<file path="src/rtl/lab_design_seq_divider_pkg.sv">
// Shared definitions for the sequential restoring divider.
//   state_e        : FSM state encoding (IDLE / RUN / ZERO)
//   DEFAULT_WIDTH  : default operand width, matching the 4-bit ALU
//   cnt_width()    : step-counter width for a given operand width
//   full_add()     : one-bit full adder, the building block of the subtractor
package lab_design_seq_divider_pkg;

  typedef enum logic [1:0] {
    S_IDLE = 2'd0,
    S_RUN  = 2'd1,
    S_ZERO = 2'd2
  } state_e;

  localparam int DEFAULT_WIDTH = 4;

  // One extra bit so the counter can hold the value WIDTH itself.
  function automatic int cnt_width(input int w);
    return $clog2(w) + 1;
  endfunction

  // Returns {carry_out, sum}.
  function automatic logic [1:0] full_add(input logic a, input logic b, input logic cin);
    logic sum_v;
    logic cout_v;
    sum_v  = a ^ b ^ cin;
    cout_v = (a & b) | (cin & (a ^ b));
    return {cout_v, sum_v};
  endfunction

endpackage

</file>
<file path="src/rtl/lab_design_seq_divider_if.sv">
// Request/result bundle of the sequential divider.
//   start        : request, sampled only while the divider is idle
//   dividend     : unsigned dividend, captured on the accepted start
//   divisor      : unsigned divisor, captured on the accepted start
//   busy         : division in progress
//   done         : one-cycle pulse, results valid from this cycle on
//   quotient     : result, held until the next done
//   remainder    : result, held until the next done
//   div_by_zero  : qualifies the held results
// Modports: master drives requests (ALU side / bench), slave is the divider.
interface lab_design_seq_divider_if #(
  parameter int WIDTH = 4
) ();

  logic             start;
  logic [WIDTH-1:0] dividend;
  logic [WIDTH-1:0] divisor;
  logic             busy;
  logic             done;
  logic [WIDTH-1:0] quotient;
  logic [WIDTH-1:0] remainder;
  logic             div_by_zero;

  modport master (
    output start,
    output dividend,
    output divisor,
    input  busy,
    input  done,
    input  quotient,
    input  remainder,
    input  div_by_zero
  );

  modport slave (
    input  start,
    input  dividend,
    input  divisor,
    output busy,
    output done,
    output quotient,
    output remainder,
    output div_by_zero
  );

endinterface

</file>
<file path="src/rtl/lab_design_seq_divider_subtractor.sv">
// Ripple-borrow subtractor built from full adders: diff = a - b computed as
// a + ~b + 1. borrow_out = 0 means a >= b.
//   a, b        : W-bit unsigned operands
//   diff        : W-bit difference (modulo 2^W)
//   borrow_out  : 1 when a < b
module lab_design_seq_divider_subtractor
  import lab_design_seq_divider_pkg::*;
#(
  parameter int W = 5
) (
  input  logic [W-1:0] a,
  input  logic [W-1:0] b,
  output logic [W-1:0] diff,
  output logic         borrow_out
);

  logic [W:0] carry_s;

  // Carry chain through inverted-b full adders; carry-in of 1 completes the two's complement.
  always_comb begin
    logic [1:0] fa_v;
    carry_s    = '0;
    diff       = '0;
    carry_s[0] = 1'b1;
    for (int i = 0; i < W; i++) begin
      fa_v           = full_add(a[i], ~b[i], carry_s[i]);
      diff[i]        = fa_v[0];
      carry_s[i + 1] = fa_v[1];
    end
    borrow_out = ~carry_s[W];
  end

endmodule

</file>
<file path="src/rtl/lab_design_seq_divider.sv">
// Multi-cycle unsigned restoring divider, one quotient bit per clock.
//   clk   : single clock, all state changes on its rising edge
//   rst   : synchronous active-high reset
//   bus   : slave side of lab_design_seq_divider_if
//           (start/dividend/divisor in; busy/done/quotient/remainder/div_by_zero out)
// A nonzero division takes WIDTH RUN steps; a zero divisor takes a single
// ZERO step that returns quotient=all ones, remainder=dividend.
module lab_design_seq_divider
  import lab_design_seq_divider_pkg::*;
#(
  parameter int WIDTH = DEFAULT_WIDTH
) (
  input  logic                      clk,
  input  logic                      rst,
  lab_design_seq_divider_if.slave   bus
);

  localparam int               CNT_W     = cnt_width(WIDTH);
  localparam logic [CNT_W-1:0] LAST_STEP = CNT_W'(WIDTH - 1);

  state_e           state_q,     state_d;
  logic [CNT_W-1:0] count_q,     count_d;
  logic [WIDTH-1:0] d_q,         d_d;          // working dividend, MSB-first
  logic [WIDTH:0]   p_q,         p_d;          // partial remainder
  logic [WIDTH-1:0] qs_q,        qs_d;         // quotient shift register
  logic [WIDTH-1:0] divisor_q,   divisor_d;
  logic [WIDTH-1:0] quotient_q,  quotient_d;
  logic [WIDTH-1:0] remainder_q, remainder_d;
  logic             dbz_q,       dbz_d;
  logic             done_q,      done_d;
  logic             busy_q,      busy_d;

  logic [WIDTH:0]   p_shift_s;
  logic [WIDTH:0]   p_diff_s;
  logic             p_borrow_s;
  logic [WIDTH:0]   p_next_s;
  logic [WIDTH-1:0] qs_next_s;

  // After a restoring step P < divisor, so its top bit is always 0 and only
  // the low WIDTH bits feed the next shift.
  logic             unused_p_msb_s;
  assign unused_p_msb_s = p_q[WIDTH];

  // One restoring step: shift the next dividend bit into P, then trial-subtract.
  assign p_shift_s = {p_q[WIDTH-1:0], d_q[WIDTH-1]};

  lab_design_seq_divider_subtractor #(
    .W (WIDTH + 1)
  ) u_sub (
    .a          (p_shift_s),
    .b          ({1'b0, divisor_q}),
    .diff       (p_diff_s),
    .borrow_out (p_borrow_s)
  );

  // Restore (keep the shifted value) when the trial subtraction borrows.
  assign p_next_s  = p_borrow_s ? p_shift_s : p_diff_s;
  assign qs_next_s = {qs_q[WIDTH-2:0], ~p_borrow_s};

  // Next-state and datapath control for the IDLE / RUN / ZERO sequence.
  always_comb begin
    state_d     = state_q;
    count_d     = count_q;
    d_d         = d_q;
    p_d         = p_q;
    qs_d        = qs_q;
    divisor_d   = divisor_q;
    quotient_d  = quotient_q;
    remainder_d = remainder_q;
    dbz_d       = dbz_q;
    done_d      = 1'b0;

    case (state_q)
      S_IDLE: begin
        if (bus.start) begin
          d_d       = bus.dividend;
          divisor_d = bus.divisor;
          count_d   = '0;
          p_d       = '0;
          qs_d      = '0;
          if (bus.divisor == {WIDTH{1'b0}}) begin
            state_d = S_ZERO;
          end else begin
            state_d = S_RUN;
          end
        end else begin
          state_d = S_IDLE;
        end
      end

      S_RUN: begin
        p_d     = p_next_s;
        d_d     = {d_q[WIDTH-2:0], 1'b0};
        qs_d    = qs_next_s;
        count_d = count_q + CNT_W'(1);
        if (count_q == LAST_STEP) begin
          quotient_d  = qs_next_s;
          remainder_d = p_next_s[WIDTH-1:0];
          dbz_d       = 1'b0;
          done_d      = 1'b1;
          state_d     = S_IDLE;
        end else begin
          state_d = S_RUN;
        end
      end

      S_ZERO: begin
        // d_q still holds the untouched dividend here.
        quotient_d  = {WIDTH{1'b1}};
        remainder_d = d_q;
        dbz_d       = 1'b1;
        done_d      = 1'b1;
        state_d     = S_IDLE;
      end

      default: begin
        state_d = S_IDLE;
      end
    endcase

    busy_d = (state_d != S_IDLE);
  end

  // State, datapath and result registers with synchronous reset.
  always_ff @(posedge clk) begin
    if (rst) begin
      state_q     <= S_IDLE;
      count_q     <= '0;
      d_q         <= '0;
      p_q         <= '0;
      qs_q        <= '0;
      divisor_q   <= '0;
      quotient_q  <= '0;
      remainder_q <= '0;
      dbz_q       <= 1'b0;
      done_q      <= 1'b0;
      busy_q      <= 1'b0;
    end else begin
      state_q     <= state_d;
      count_q     <= count_d;
      d_q         <= d_d;
      p_q         <= p_d;
      qs_q        <= qs_d;
      divisor_q   <= divisor_d;
      quotient_q  <= quotient_d;
      remainder_q <= remainder_d;
      dbz_q       <= dbz_d;
      done_q      <= done_d;
      busy_q      <= busy_d;
    end
  end

  assign bus.busy        = busy_q;
  assign bus.done        = done_q;
  assign bus.quotient    = quotient_q;
  assign bus.remainder   = remainder_q;
  assign bus.div_by_zero = dbz_q;

endmodule
</file>
<file path="src/flat_wrapper.sv">
// flat-port wrapper written by rule: the top's interface ports become plain ports
module lab_design_seq_divider_flat import lab_design_seq_divider_pkg::*;
#(
  parameter int WIDTH = DEFAULT_WIDTH
)
  (clk, rst, bus_start, bus_dividend, bus_divisor, bus_busy, bus_done, bus_quotient, bus_remainder, bus_div_by_zero);
  lab_design_seq_divider_if #(.WIDTH(WIDTH)) bus_i ();
  input  logic clk;
  input  logic rst;
  input wire logic [$bits(bus_i.start)-1:0] bus_start;
  input wire logic [$bits(bus_i.dividend)-1:0] bus_dividend;
  input wire logic [$bits(bus_i.divisor)-1:0] bus_divisor;
  output wire logic [$bits(bus_i.busy)-1:0] bus_busy;
  output wire logic [$bits(bus_i.done)-1:0] bus_done;
  output wire logic [$bits(bus_i.quotient)-1:0] bus_quotient;
  output wire logic [$bits(bus_i.remainder)-1:0] bus_remainder;
  output wire logic [$bits(bus_i.div_by_zero)-1:0] bus_div_by_zero;
  assign bus_i.start = bus_start;
  assign bus_i.dividend = bus_dividend;
  assign bus_i.divisor = bus_divisor;
  assign bus_busy = bus_i.busy;
  assign bus_done = bus_i.done;
  assign bus_quotient = bus_i.quotient;
  assign bus_remainder = bus_i.remainder;
  assign bus_div_by_zero = bus_i.div_by_zero;
  lab_design_seq_divider #(.WIDTH(WIDTH)) u_core (.clk(clk), .rst(rst), .bus(bus_i));
endmodule
</file>
<file path="config.mk">
export PLATFORM = sky130hd
export DESIGN_NAME = lab_design_seq_divider_flat
export DESIGN_NICKNAME = d
export VERILOG_FILES = /design/src/rtl/lab_design_seq_divider_pkg.sv /design/src/rtl/lab_design_seq_divider_if.sv /design/src/rtl/lab_design_seq_divider_subtractor.sv /design/src/rtl/lab_design_seq_divider.sv /design/src/flat_wrapper.sv
export SDC_FILE = /design/constraint.sdc
export NUM_CORES = 1
export LEC_CHECK = 0
export ABC_CLOCK_PERIOD_IN_PS = 3400
export BUFFER_PORTS_ARGS = -buffer_cell sky130_fd_sc_hd__buf_2
export CORE_MARGIN = 2
export CORE_UTILIZATION = 35
export DETAILED_ROUTE_END_ITERATION = 8
export GPL_TIMING_DRIVEN = 1
export SYNTH_ARGS = -nofsm -noshare
export SYNTH_HDL_FRONTEND = slang
export SYNTH_SLANG_ARGS = --single-unit
</file>
<file path="constraint.sdc">
create_clock -name clk -period 3.4 [get_ports clk]
set_clock_uncertainty 0.15 [all_clocks]
set_input_delay 0.51 -clock clk [delete_from_list [all_inputs] [get_ports clk]]
set_output_delay 0.51 -clock clk [all_outputs]
set_load 0.02 [all_outputs]
</file>
Yosys cells after proc, flatten, opt, wreduce, memory -nomap -nowiden

Cells that the tools add are included.

Register bits after elaboration: 31
Bits in latches: 0
Bits in writable memories: 0
ROM bits: 0
Input bits: 11
Output and inout port bits: 11
Logic and storage cells: 72
Memories: 0

Add/subtract/negate cells: 1
Multipliers: 0
Div/mod/pow operators: 0
Order comparisons: 0
Equal/unequal tests: 5
Shift operators: 0
Multiplexer cells: 21
Bitwise operators: 26
Reductions and logical operators: 8

Operators with widths:

| kind                                                  | count |
|---|---|
| case mux 4 bit (2 select lines)                       | 4 |
| 2-to-1 mux 4 bit                                      | 5 |
| case mux 3 bit (2 select lines)                       | 2 |
| bitwise AND 1 bit                                     | 8 |
| XOR 1 bit                                             | 7 |
| 2-to-1 mux 3 bit                                      | 2 |
| NOT 1 bit                                             | 6 |
| AND reduction 2 bit                                   | 3 |
| nonzero test 2 bit                                    | 3 |
| bitwise OR 1 bit                                      | 5 |
| logical NOT 4 bit                                     | 1 |
| 2-to-1 mux 2 bit                                      | 2 |
| case mux 1 bit (2 select lines)                       | 2 |
| case mux 2 bit (2 select lines)                       | 1 |
| adder 3 x 1 -> 3 bit, second input constant           | 1 |
| == test 3 x 2 -> 1 bit, second input constant         | 1 |
| 2-to-1 mux 1 bit                                      | 3 |
| == test 2 x 1 -> 1 bit, second input constant         | 1 |
| == test 2 bit, second input constant                  | 1 |
| logical NOT 2 bit                                     | 1 |
| inequality test 2 x 1 -> 1 bit, second input constant | 1 |
| inequality test 2 bit, second input constant          | 1 |

Logic depth before layout (Yosys ltp)

Depth after elaboration: 14
Mapped depth: 10
Depth with buffers taken out: 9

Cells and area by module

A second synthesis with hierarchy kept.

Cells, all modules: 163
Area total of the unflattened synthesis: 1512.7 um^2

By module, submodules not included:

| module                            | times used | cells an instance | area an instance (um^2) | sequential area each (um^2) |
|---|---|---|---|---|
| lab_design_seq_divider            | 1          | 148               | 1382.6                  | 620.6 |
| lab_design_seq_divider_subtractor | 1          | 15                | 130.1                   | 0.0 |

Least setup slack after synthesis

No wires, ideal clock.

Path type: reg-to-reg
Start: reg u_core.d_q[3]
End: reg u_core.remainder_q[3], in the netlist u_core.bus.remainder[3]
Library setup time: 133 ps
Arrival time: 2165 ps
Required time: 3117 ps
Slack: 951 ps
Cell stages (with the launch flop): 11
Buffers on the path: 1
Clock period less this slack: 2449 ps
Cells stage by stage: dfxtp_1 -> inv_1 -> ha_1 -> fa_1 -> inv_1 -> fa_1 -> fa_1 -> or2_2 -> buf_2 -> mux2i_1 -> o221ai_1

Cells in the longest elaborated chain, start to end: 13
Elaborated cells between the ends (all ways): 15
Those cells by class: 3 x mux; 12 x bitwise

Ends and longest elaborated chain:

| what                                                  | line                             | text |
|---|---|---|
| from (decl)                                           | lab_design_seq_divider.sv:23     | `logic [WIDTH-1:0] d_q, d_d;` |
| from (signal assigned)                                | lab_design_seq_divider.sv:129    | `d_q <= '0;` |
| from (signal assigned)                                | lab_design_seq_divider.sv:141    | `d_q <= d_d;` |
| bitwise AND 1 bit / XOR 1 bit (equally long branches) | lab_design_seq_divider_pkg.sv:26 | `cout_v = (a & b) \| (cin & (a ^ b));` |
| bitwise OR 1 bit                                      | lab_design_seq_divider_pkg.sv:26 |  |
| bitwise AND 1 bit                                     | lab_design_seq_divider_pkg.sv:26 |  |
| bitwise OR 1 bit                                      | lab_design_seq_divider_pkg.sv:26 |  |
| bitwise AND 1 bit                                     | lab_design_seq_divider_pkg.sv:26 |  |
| bitwise OR 1 bit                                      | lab_design_seq_divider_pkg.sv:26 |  |
| bitwise AND 1 bit                                     | lab_design_seq_divider_pkg.sv:26 |  |
| bitwise OR 1 bit                                      | lab_design_seq_divider_pkg.sv:26 |  |
| bitwise AND 1 bit                                     | lab_design_seq_divider_pkg.sv:26 |  |
| bitwise OR 1 bit                                      | lab_design_seq_divider_pkg.sv:26 |  |
| 2-to-1 mux 4 bit                                      | lab_design_seq_divider.sv:57     | `assign p_next_s = p_borrow_s ? p_shift_s : p_diff_s;` |
| 2-to-1 mux 4 bit                                      | lab_design_seq_divider.sv:96     | `if (count_q == LAST_STEP) begin` |
| case mux 4 bit (2 select lines) (*)                   | lab_design_seq_divider.sv:73     | `case (state_q)` |
| to (signal assigned)                                  | lab_design_seq_divider.sv:146    | `remainder_q <= remainder_d;` |
| to (decl)                                             | lab_design_seq_divider.sv:28     | `logic [WIDTH-1:0] remainder_q, remainder_d;` |

Every way passes the cells marked *; elsewhere a longest branch is shown, timed or not. The select of a mux whose other input is x is not followed.
A chain may end at the register's enable or synchronous reset.

Worst setup path after layout

Same ends and word-level chain as after synthesis.

==> run_results.csv <==
group,metric,value,unit
outcome,status,"finished, final reports clean",
routing,drt-total-wl,3.18,mm
routing,drt_iter0_markers,76,
setup_path,cp_max_fo,8,
yosys,synth_area_per_cell,9.19,um^2
floorplan,pin_count,22,
timing,period_needed,2.61,ns
timing,setup_viol,0,
finish,multi_input_area,731,um^2
clocking,clockBufferDepth,2,
global_routing,grt_remaining_overflow,0,
clocking,htreeDepth,2,
placed_design,io_buffers,21,
yosys,synth_common_cells,"31 x dfxtp_1, 15 x nand2_1, 15 x nor2_1",
yosys,ys_types,30,
setup_path,cp.required,3.40,ns
yosys,synthFlopType,"dfxtp_1",
placed_design,dp_cells,219,
clocking,numCtsBuffers,5,
setup_path,end_kind,"flop",
routing,drtPass1Iterations,4,
yosys,ys_seq_elements,31,
floorplan,initial_utilization,0.361,
yosys,synth_edf_count,0,
routing,wl_per_cell,14.0,um
yosys,synth_warnings,0,
clocking,cts.sink_count,31,
global_routing,grt_pass1_wl,5.29,mm
floorplan,chipHeight,68.0,um
global_routing,grt_antenna_before_repair,0,
yosys,synthCells,156,
global_routing,first_global_vias,1180,
clocking,cts-resized-gates,0,
timing,tightest_slew,0.837,ns
yosys,synth.area.top_cells,"dfxtp_1 43%, ha_1 5.2%, mux2i_1 4.9%",
clocking,cts_tree,"done",
pwr,p_leak,0.651,nW
routing,viasPerCell,5.28,
routing,vias,1198,
hold_path,min_path_type,"flop to flop",
finish,final_cells,227,
setup_path,arrival,2.62,ns
pwr,p_per_area,483,nW/um^2
yosys,synth_top_area_frac,0.433,
setup_path,worstSetupPathType,"flop to flop",
floorplan,rows,23,
timing,hold_viol,0,
routing,final_antenna_net_count,0,
yosys,ys_seq_area_frac,0.433,
yosys,synthArstFlopShare,0,
setup_path,start_kind,"flop",
clocking,clock_latency,0.28,ns
clocking,clk_pin_slew_worst_paths,0.06,ns
finish,seq_area,621,um^2
timing,fmax,0.383,GHz
yosys,synth.largest_area_cell,"dfxtp_1",
run,maxCapViolations,0,
timing,fin_crit_sh,0.768,
routing,remaining_drc_errors,0,
clocking,cts_hold_buf,0,
pwr,power,0.790,mW
finish,drive_gt1_frac,0.169,
timing,rsz0062_at_grt,"false",
clocking,postCtsSetupBuffers,0,
global_routing,grt_start_max_net_pins,36,
finish,layout.nets,196,
timing,drv_slew,0,
timing,slew_headroom,0.426,
finish,diodes,0,
finish,area_growth,14.2,%
yosys,synth_nets,176,
finish,nFillCells,420,
placed_design,gp_congestion,0.815,
global_routing,groute.usage.overall,0.156,
yosys,yosysMostFrequentCell,"dfxtp_1",
clocking,clock-root-buffer,"clkbuf_8",
floorplan,die-area,4620,um^2
timing,final.setup.tns,0,ns
pwr,peakVddDrop,213,uV
placed_design,hpwl,2.32,mm
floorplan,core_region_area,3970,um^2
floorplan,die_w,68.0,um
yosys,syn-cell-area,1430,um^2
==> worst paths after layout <==
path	slack, ns	startpoint	end	depth (start not counted)
worst max-delay path	0.79	u_core.d_q[3]$_SDFFE_PP0P_	u_core.bus.remainder[3]$_SDFFE_PP0P_	9
worst min-delay path	0.32	u_core.divisor_q[3]$_SDFFE_PP0P_	u_core.divisor_q[3]$_SDFFE_PP0P_	2
worst max register to register	0.79	u_core.d_q[3]$_SDFFE_PP0P_	u_core.bus.remainder[3]$_SDFFE_PP0P_	9
worst min register to register	0.32	u_core.divisor_q[3]$_SDFFE_PP0P_	u_core.divisor_q[3]$_SDFFE_PP0P_	2
==> metal layers <==
| metal | vias up | GRT usage | share of wire |
|---|---|---|---|
| met1 | 570 | 0.177 | 0.43 |
| li1 | 588 | - | - |
| met2 | 31 | 0.262 | 0.48 |
| met5 | - | 0 | 0 |
| met3 | 9 | 0.0510 | 0.055 |
| met4 | 0 | 0.0775 | 0.029 |
==> worst max-delay path, stage by stage, from the launching register on <==
cell and delay, ns:
dfxtp_1 0.33, inv_1 0.07, ha_1 0.17, fa_1 0.17, inv_1 0.05, fa_1 0.38
fa_1 0.41, or2_2 0.38, mux2i_1 0.23, o221ai_1 0.16
==> stage by stage <==
stage,utilization,setup WS (ns),hold WS [ns],area (um^2)
after floorplan,-,0.951,0.286,1430
after global placement,0.392,0.936,0.303,1560
after detailed placement,0.392,0.814,0.316,1560
after CTS,0.412,0.797,0.315,1640
after global routing,0.412,0.684,0.325,1640
final,0.412,0.788,0.319,1640
==> state kept, by name, summed over array words and instances, names as in the netlist <==
signal and flops:
u_core.state_q 2, u_core.bus.remainder 4, u_core.bus.div_by_zero 1, u_core.p_q 4, u_core.count_q 3, u_core.bus.quotient 4
u_core.divisor_q 4, u_core.qs_q 3, u_core.bus.busy 1, u_core.d_q 4, u_core.bus.done 1
==> cells in the final DEF (no fill, tap or decap), types with 7 or more instances in the layout <==
cell     count
o21ai_0      7
nor2_1      15
mux2i_1      7
inv_1       10
nand2_1     15
dfxtp_1     31
a21oi_1     10
buf_2       21
==> power by group <==
group          internal, mW  switching [mW]
clock                 0.143           0.130
sequential            0.381          0.0129
combinational        0.0489          0.0745
==> kinds of logic (layout without fill, tap and decap cells) <==
group | Yosys count | in the layout | share of synthesized area
and+or+nand+nor | 53 | 53 | 0.182
AOI/OAI and AO/OA | 36 | 36 | 0.166
DFF | 31 | 31 | 0.433
buffers and inverters | 18 | 39 | 0.0576
adders and majority gates | 9 | 9 | 0.0942
muxes | 9 | 9 | 0.0672
==> cell type report <==
type,count,share of cell area
inverters,10,0.0229
well taps,50,0.0382
clock buffers,7,0.0466
clock inverters,1,0.00306
multi-input cells,107,0.446
flip-flops and latches,31,0.379
repair buffers,21,0.0642
(Power assumes the default switching activity.)
